$ cat src/rtl/perf_counter_sequencer.sv
// Round-robin Avalon-MM write sequencer for the 4-section performance-counter slave.
// Define PERF_COUNTER_SNAPSHOT_EN to include the snapshot read path (RD_LO/RD_HI/RD_EV/CAP).

module perf_counter_sequencer #(
  parameter int SECTIONS = 4
) (
  input  logic                clk,
  input  logic                reset_n,
  input  logic [SECTIONS-1:0] start_req,
  input  logic [SECTIONS-1:0] stop_req,
  input  logic                clear_req,
  input  logic                snap_req,
  input  logic [1:0]          snap_sel,
  output logic [3:0]          pc_address,
  output logic                pc_write,
  output logic                pc_begintransfer,
  output logic [31:0]         pc_writedata,
  input  logic [31:0]         pc_readdata,
  output logic [63:0]         snap_time,
  output logic [31:0]         snap_events,
  output logic                snap_valid,
  output logic                busy
);

  localparam logic [1:0] LAST_SEC = 2'(SECTIONS - 1);

`ifdef PERF_COUNTER_SNAPSHOT_EN
  typedef enum logic [2:0] {S_IDLE, S_WR, S_RD_LO, S_RD_HI, S_RD_EV, S_CAP} state_t;
`else
  typedef enum logic {S_IDLE, S_WR} state_t;
`endif

  state_t              r_state, w_state_nxt;
  logic [SECTIONS-1:0] r_go_pend, r_stop_pend;
  logic                r_clr_pend;
  logic [1:0]          r_rr, w_rr_nxt;
  logic [3:0]          r_cmd_addr, w_cmd_addr;
  logic                r_cmd_one, w_cmd_one;
  logic                w_issue_clr;
  logic [3:0]          w_issue_go, w_issue_stop;
  logic [3:0]          w_go4, w_stop4;
  logic                w_found;
  logic [1:0]          w_pick, w_probe;
  logic                w_snap_busy;

  function automatic logic [1:0] wrap_inc(input logic [1:0] x);
    return (x == LAST_SEC) ? 2'd0 : x + 2'd1;
  endfunction

  assign w_go4   = 4'(r_go_pend);
  assign w_stop4 = 4'(r_stop_pend);

  // Round-robin search starting at r_rr over sections with anything pending.
  always_comb begin
    // NOTE: every always_comb output gets a default first so no latch is inferred.
    w_found = 1'b0;
    w_pick  = 2'd0;
    w_probe = r_rr;
    for (int i = 0; i < SECTIONS; i++) begin
      if (!w_found && (w_go4[w_probe] || w_stop4[w_probe])) begin
        w_found = 1'b1;
        w_pick  = w_probe;
      end
      w_probe = wrap_inc(w_probe);
    end
  end

`ifdef PERF_COUNTER_SNAPSHOT_EN
  logic        r_snap_pend;
  logic [1:0]  r_snap_sel;
  logic [1:0]  r_sec, w_sec_nxt;
  logic        w_issue_snap;
  logic [31:0] r_time_lo, r_time_hi, r_snap_events;
  logic [63:0] r_snap_time;
  logic        r_snap_valid;

  assign w_snap_busy = r_snap_pend;
`else
  assign w_snap_busy = 1'b0;
`endif

  always_comb begin
    w_state_nxt  = r_state;
    w_issue_clr  = 1'b0;
    w_issue_go   = 4'd0;
    w_issue_stop = 4'd0;
    w_cmd_addr   = r_cmd_addr;
    w_cmd_one    = r_cmd_one;
    w_rr_nxt     = r_rr;
`ifdef PERF_COUNTER_SNAPSHOT_EN
    w_issue_snap = 1'b0;
    w_sec_nxt    = r_sec;
`endif
    case (r_state)
      S_IDLE: begin
        if (r_clr_pend) begin
          w_issue_clr = 1'b1;
          w_state_nxt = S_WR;
          w_cmd_addr  = 4'd0;
          w_cmd_one   = 1'b1;
        end else if (w_found) begin
          w_state_nxt = S_WR;
          w_cmd_one   = 1'b0;
          w_rr_nxt    = wrap_inc(w_pick);
          if (w_stop4[w_pick]) begin
            w_issue_stop[w_pick] = 1'b1;
            w_cmd_addr           = {w_pick, 2'b00};
          end else begin
            w_issue_go[w_pick] = 1'b1;
            w_cmd_addr         = {w_pick, 2'b01};
          end
        end
`ifdef PERF_COUNTER_SNAPSHOT_EN
        else if (r_snap_pend) begin
          w_issue_snap = 1'b1;
          w_state_nxt  = S_RD_LO;
          w_sec_nxt    = 2'(32'(r_snap_sel) % 32'(SECTIONS));
        end
`endif
      end
      S_WR:    w_state_nxt = S_IDLE;
`ifdef PERF_COUNTER_SNAPSHOT_EN
      S_RD_LO: w_state_nxt = S_RD_HI;
      S_RD_HI: w_state_nxt = S_RD_EV;
      S_RD_EV: w_state_nxt = S_CAP;
      S_CAP:   w_state_nxt = S_IDLE;
`endif
      default: w_state_nxt = S_IDLE;
    endcase
  end

  always_ff @(posedge clk or negedge reset_n) begin
    if (!reset_n) begin
      r_state    <= S_IDLE;
      r_rr       <= 2'd0;
      r_cmd_addr <= 4'd0;
      r_cmd_one  <= 1'b0;
    end else begin
      // NOTE: sequential state uses non-blocking assignments so all flops update together.
      r_state    <= w_state_nxt;
      r_rr       <= w_rr_nxt;
      r_cmd_addr <= w_cmd_addr;
      r_cmd_one  <= w_cmd_one;
    end
  end

  // A new request wins over the issue-clear of the same bit, so nothing is lost.
  always_ff @(posedge clk or negedge reset_n) begin
    if (!reset_n) begin
      r_go_pend   <= '0;
      r_stop_pend <= '0;
      r_clr_pend  <= 1'b0;
    end else if (clear_req) begin
      r_go_pend   <= '0;
      r_stop_pend <= '0;
      r_clr_pend  <= 1'b1;
    end else begin
      r_clr_pend  <= r_clr_pend & ~w_issue_clr;
      r_stop_pend <= stop_req | (r_stop_pend & ~w_issue_stop[SECTIONS-1:0]);
      r_go_pend   <= ~stop_req & (start_req | (r_go_pend & ~w_issue_go[SECTIONS-1:0]));
    end
  end

`ifdef PERF_COUNTER_SNAPSHOT_EN
  always_ff @(posedge clk or negedge reset_n) begin
    if (!reset_n) begin
      r_snap_pend <= 1'b0;
      r_snap_sel  <= 2'd0;
      r_sec       <= 2'd0;
    end else begin
      r_sec <= w_sec_nxt;
      if (snap_req && !clear_req) begin
        r_snap_pend <= 1'b1;
        r_snap_sel  <= snap_sel;
      end else begin
        r_snap_pend <= r_snap_pend & ~w_issue_snap;
      end
    end
  end

  // Read data lags the address by one cycle, so each state latches the previous word.
  always_ff @(posedge clk or negedge reset_n) begin
    if (!reset_n) begin
      r_time_lo     <= '0;
      r_time_hi     <= '0;
      r_snap_time   <= '0;
      r_snap_events <= '0;
      r_snap_valid  <= 1'b0;
    end else begin
      r_snap_valid <= 1'b0;
      case (r_state)
        S_RD_HI: r_time_lo <= pc_readdata;
        S_RD_EV: r_time_hi <= pc_readdata;
        S_CAP: begin
          r_snap_time   <= {r_time_hi, r_time_lo};
          r_snap_events <= pc_readdata;
          r_snap_valid  <= 1'b1;
        end
        default: ;
      endcase
    end
  end

  assign snap_time   = r_snap_time;
  assign snap_events = r_snap_events;
  assign snap_valid  = r_snap_valid;
`else
  logic w_unused;
  assign w_unused    = ^{pc_readdata, snap_req, snap_sel};
  assign snap_time   = '0;
  assign snap_events = '0;
  assign snap_valid  = 1'b0;
`endif

  always_comb begin
    pc_write         = 1'b0;
    pc_begintransfer = 1'b0;
    pc_address       = 4'd0;
    pc_writedata     = 32'd0;
    case (r_state)
      S_WR: begin
        pc_write         = 1'b1;
        pc_begintransfer = 1'b1;
        pc_address       = r_cmd_addr;
        pc_writedata     = {31'd0, r_cmd_one};
      end
`ifdef PERF_COUNTER_SNAPSHOT_EN
      S_RD_LO: pc_address = {r_sec, 2'b00};
      S_RD_HI: pc_address = {r_sec, 2'b01};
      S_RD_EV: pc_address = {r_sec, 2'b10};
`endif
      default: ;
    endcase
  end

  assign busy = (r_state != S_IDLE) | r_clr_pend | (|r_go_pend) | (|r_stop_pend) | w_snap_busy;

endmodule

$ cat config.mk
export PLATFORM = sky130hd
export DESIGN_NAME = perf_counter_sequencer
export DESIGN_NICKNAME = d
export VERILOG_FILES = /design/src/rtl/perf_counter_sequencer.sv
export SDC_FILE = /design/constraint.sdc
export NUM_CORES = 1
export LEC_CHECK = 0
export CAP_MARGIN = 20
export CELL_PAD_IN_SITES_DETAIL_PLACEMENT = 0
export CELL_PAD_IN_SITES_GLOBAL_PLACEMENT = 1
export CORE_MARGIN = 5
export CORE_UTILIZATION = 22
export CTS_BUF_LIST = sky130_fd_sc_hd__clkbuf_8
export DETAILED_ROUTE_END_ITERATION = 10
export HOLD_SLACK_MARGIN = 0.12
export PLACE_DENSITY = 0.95
export SYNTH_ARGS = -nofsm -noshare
export SYNTH_HDL_FRONTEND = slang
export SYNTH_SLANG_ARGS = --single-unit
$ cat constraint.sdc
create_clock -name clk -period 4.01 [get_ports clk]
set_input_delay 0.802 -clock clk [delete_from_list [all_inputs] [get_ports clk]]
set_output_delay 0.802 -clock clk [all_outputs]
set_load 0.005 [all_outputs]
# --- Word-level counts from Yosys, hierarchy flattened ---
# Cells that the tools add are included.
word_totals:
  register_bits: 17
  in_bits: 46
classes:
  reduce_logical: 16
  mux: 56
  n_addsub: 4
  order_cmp: 6
  bitwise_logic: 15
  n_eq_ne: 4
op_table:
  columns: ["op", "n"]
  rows:
  - ["$mux 4", 13]
  - ["$mux 1", 24]
  - ["$bmux 1 s2", 9]
  - ["$mux 2", 8]
  - ["$lt 2x3->1 const B", 5]
  - ["$and 4x4->4", 3]
  - ["$not 4->4", 3]
  - ["$add 2x1->2 const B", 4]
  - ["$eq 2x2->1 const B", 4]
  - ["$or 4x4->4", 2]
  - ["$reduce_or 4->1", 2]
  - ["$logic_and 1x1->1", 4]
  - ["$logic_or 1x1->1", 4]
  - ["$logic_not 1->1", 3]
  - ["$not 1->1", 3]
  - ["$or 1x1->1", 3]
  - ["$reduce_and 3->1", 1]
  - ["$demux 1 s2", 1]
  - ["$ge 2x1->1 const B", 1]
  - ["$pmux 1 s2", 1]
  - ["$reduce_and 2->1", 1]
  - ["$reduce_bool 2->1", 1]
  - ["$and 1x1->1", 1]

# --- Depth between registers and ports, before layout ---
logic_depth:
  ltp_word: 26
  depth_mapped: 11
  ltp_nobuf: 11

# --- Worst setup path before layout ---
# OpenSTA, ideal clock, no wires.
synth_timing:
  kind: "flip-flop to flip-flop"
  from: "reg r_rr[1]"
  to: "reg r_go_pend[3]"
  arrival_time_ns: 2.865
  n_path_buf: 0
  required_ns: 3.903
  path_slack_ns: 1.039
  path_stages_with_launch: 11
  cell_sequence: "dfrtp_1 -> ha_1 -> nor2_1 -> mux2_2 -> mux2i_1 -> nor3_1 -> nor4b_4 -> inv_1 -> ha_1 -> nor3b_1 -> a2111oi_4"
synth_between:
  elab_chain_len: 26
  elab_cells_between_ends: 59
synth_lines:
  columns: ["element", "line_no", "text"]
  rows:
  - ["start, declared", "36", "logic [1:0] r_rr, w_rr_nxt;"]
  - ["start signal, assigned", "141", "r_rr <= w_rr_nxt;"]
  - ["parallel branches: the longest is 18 deep, another holds $lt 2x3->1", null, null]
  - ["$mux 4 (*)", "101", "end else if (w_found) begin"]
  - ["$mux 4 (*)", "96", "if (r_clr_pend) begin"]
  - ["$mux 4 (*)", "94", "case (r_state)"]
  - ["$not 4->4 (*)", "160", "r_go_pend <= ~stop_req & (start_req | (r_go_pend & ~w_issue_go[SECTIONS-1:0]));"]
  - ["$and 4x4->4 (*)", "160", null]
  - ["$or 4x4->4 (*)", "160", null]
  - ["$and 4x4->4 (*)", "160", null]
  - ["$mux 4 (*)", "153", "end else if (clear_req) begin"]
  - ["end signal, assigned", "160", null]
  - ["end, declared", "34", "logic [SECTIONS-1:0] r_go_pend, r_stop_pend;"]
# Every way passes the cells marked *. The select of a mux whose other input is x is not followed.
# A chain may end at the register's enable or synchronous reset.

# --- Worst setup path after layout ---
layout_timing:
  from: "reg r_rr[0]"
  to: "reg r_go_pend[3]"
# The elaborated chain is that of the path after synthesis.

==> impl_metrics.toml <==
[status]
status = "completed"

[global_routing]
grt_pass1_vias = 1100
grt_max_degree = 17
antenna_found_initial = 0
grt_use_total_pct = 5.38
grt_overflow_total = 0
grt_first_pass_wirelength_um = 5330

[synth]
ys.flop_type = "dfrtp_1"
ys_warn_count = 0
netlist_area_mm2 = 0.00214
syn_inst = 249
ys_types = 36
seq_area_frac_synth_pct = 18.7
syn_area_per_cell_um2 = 8.58
synth_edf_count = 0
ys_async_sr_fraction_pct = 100
ys_ff_latch = 16

[timing]
fmax_mhz = 276
fin_tns_setup_ns = 0
finalCritPeriodShare_pct = 90.3
hold_ws_ns = 0.480
tightestPinTransition_ns = 0.730
rsz0062_at_grt = "false"
setup_viol = 0
fin_skew_ns = 0.00636
slew_violations = 0
layout_min_cycle_time_ns = 3.62
max-slew-margin-rel_pct = 51.2
hold_viol_final = 0
setup_ws_ns = 0.390

[flow_run]
max_cap_violations = 0

[layout]
final_cell_mix = "129 x conb_1, 17 x clkdlybuf4s50_1, 16 x dfrtp_1"
layout_commonest_cell = "conb_1"
fillCellCount = 1097
drive_gt1_share_pct = 5.68
antenna_cells = 0
syn_to_final_growth_pct = -5.92
nNetsFinal = 316

[floorplanning]
start_util_pct = 22.2
die_x_um = 109
ioPinCount = 182
fp.dieH_um = 109
std_cell_rows = 36
die_area_mm2 = 0.0118
core-area_mm2 = 0.00964

[routing]
wl_per_cell_um = 9.42
routed.top_layer = "met4"
drt-met1-wl_um = 1410
ant_nets = 0
vias = 1314
routed_wl_um = 3740
drtPass1Iterations = 4
wl_met3_um = 392
drt_iter0_markers = 137
drc = 0
vias_per_cell = 3.31
route.met2.wl_um = 1930

[clock_tree]
holdBufCountCts = 0
post_cts_resized = 0
cts_tree = "done"
clock_latency_ns = 0.25
cts_buffer_depth = 2
numCtsBuffers = 3
htreeDepth = 1
postCtsSetupBuffers = 0
clockRootBuffer = "clkbuf_8"
clkSinkCount = 16
clk_pin_slew_ns = 0.07

[worst_setup_path]
ff2ff_path_depth = 10
cp-start-kind = "flip-flop"
criticalPathCategory = "flip-flop to flip-flop"
r2r_end = "r_go_pend[3]"
crit_arrival_ns = 3.76
critPathCaptureType = "flip-flop"
crit_fanout = 13
r2r_slack_ns = 0.39
reg2reg_from = "r_rr[0]"
required_ns = 4.15

[pwr]
p_per_area_mw_per_mm2 = 608
power_leakage_nw = 0.998
ir_drop_mv = 0.314

[hold_path]
worst_hold_path_type = "flip-flop to flip-flop"
holdCritStartpoint = "r_cmd_addr[2]"
min_path_cells = 2
holdPathEnd = "r_cmd_addr[2]"

[place]
gp_congestion = 0.784
io_buffers = 17
dp_slack_ns = 0.450
hpwlAfterDp_um = 3170
[how the worst max path moves through the flow]
stage             from            to  slack, ns  cells after the start
2_1_floorplan  r_rr[1]  r_go_pend[3]       1.04                     10
3_3_place_gp   r_rr[0]  r_go_pend[3]       0.57                     10
3_5_place_dp   r_rr[0]  r_go_pend[3]       0.45                     10
4_1_cts        r_rr[0]  r_go_pend[3]       0.42                     10
5_1_grt        r_rr[0]  r_go_pend[1]       0.15                     10
6_report       r_rr[0]  r_go_pend[3]       0.39                     10
[sequential cells by signal, indices dropped and copies added, names as in the netlist]
name,count
r_cmd_one,1
r_cmd_addr,3
r_go_pend,4
r_clr_pend,1
r_stop_pend,4
r_state,1
r_rr,2
[kinds of logic (layout without fill, tap and decap cells)]
kind of cell	after synthesis	count (layout)	share of synthesized area (%)
buffers and inverters	142	29	48.2
other	1	129	0.176
DFF	16	16	18.7
and+or+nand+nor	42	42	11.2
muxes	12	12	6.62
AOI/OAI and AO/OA	30	30	11.7
xor gates and xnor gates	1	1	0.410
adders and majority gates	5	5	2.93
[layer usage]
metal | GRT usage (%) | up-vias
met5 | 0 | -
met1 | 6.93 | 615
met4 | 1.17 | 0
met3 | 0.537 | 4
li1 | - | 604
met2 | 9.66 | 91
[worst max-delay path, cell delays in order (launching register included)]
cell and delay [ns]:
dfrtp_1 0.53, ha_1 0.31, nor2_1 0.33, mux2_2 0.43, mux2i_1 0.33, nor3_1 0.14, nor4b_4 0.53, inv_1 0.16
ha_1 0.24, nor3b_1 0.16, a2111oi_4 0.35
[cells in the mapped netlist, types with 2 or more instances]
cell type,n,area share [%]
buf_4,130,46
dfrtp_1,16,19
nor2_1,15,2.6
nor3b_1,9,3.2
inv_1,8,1.4
a211oi_1,7,2.5
mux2i_1,7,3.3
ha_1,5,2.9
o21ai_0,5,1.2
a21oi_1,4,0.94
nand2_1,4,0.70
nor3_1,4,0.94
a2111oi_2,3,2.1
and2_1,3,0.88
clkbuf_1,3,0.53
mux2_2,3,1.6
a41oi_1,2,0.82
nor4_1,2,0.59
o22ai_1,2,0.59
[final cells by class]
cell class	count	area (um^2)	share of cell area, %
timing repair buffer	17	170	8.47
clock buffer	4	55.1	2.74
tap	133	166	8.28
sequential	16	400	19.9
inverter	8	30.0	1.49
multi-input combinational	219	1190	59.1
[power breakdown]
part           switching [mW]  internal [mW]  total [mW]
logic                   0.468          0.366       0.834
clock network          0.0538         0.0869       0.141
registers              0.0520          0.196       0.248
total                   0.574          0.648        1.22
[per-stage QoR]
stage,cells,total power [mW],instance area [um^2],util (%)
after CTS,397,1.22,2010,20.8
after global routing,397,1.33,2010,20.8
after floorplan,377,0.973,2620,-
after detailed placement,393,1.07,1950,20.3
after global placement,393,1.05,1950,20.3
final,397,1.22,2010,20.8
No activity file was read; power rests on OpenSTA's default activity.
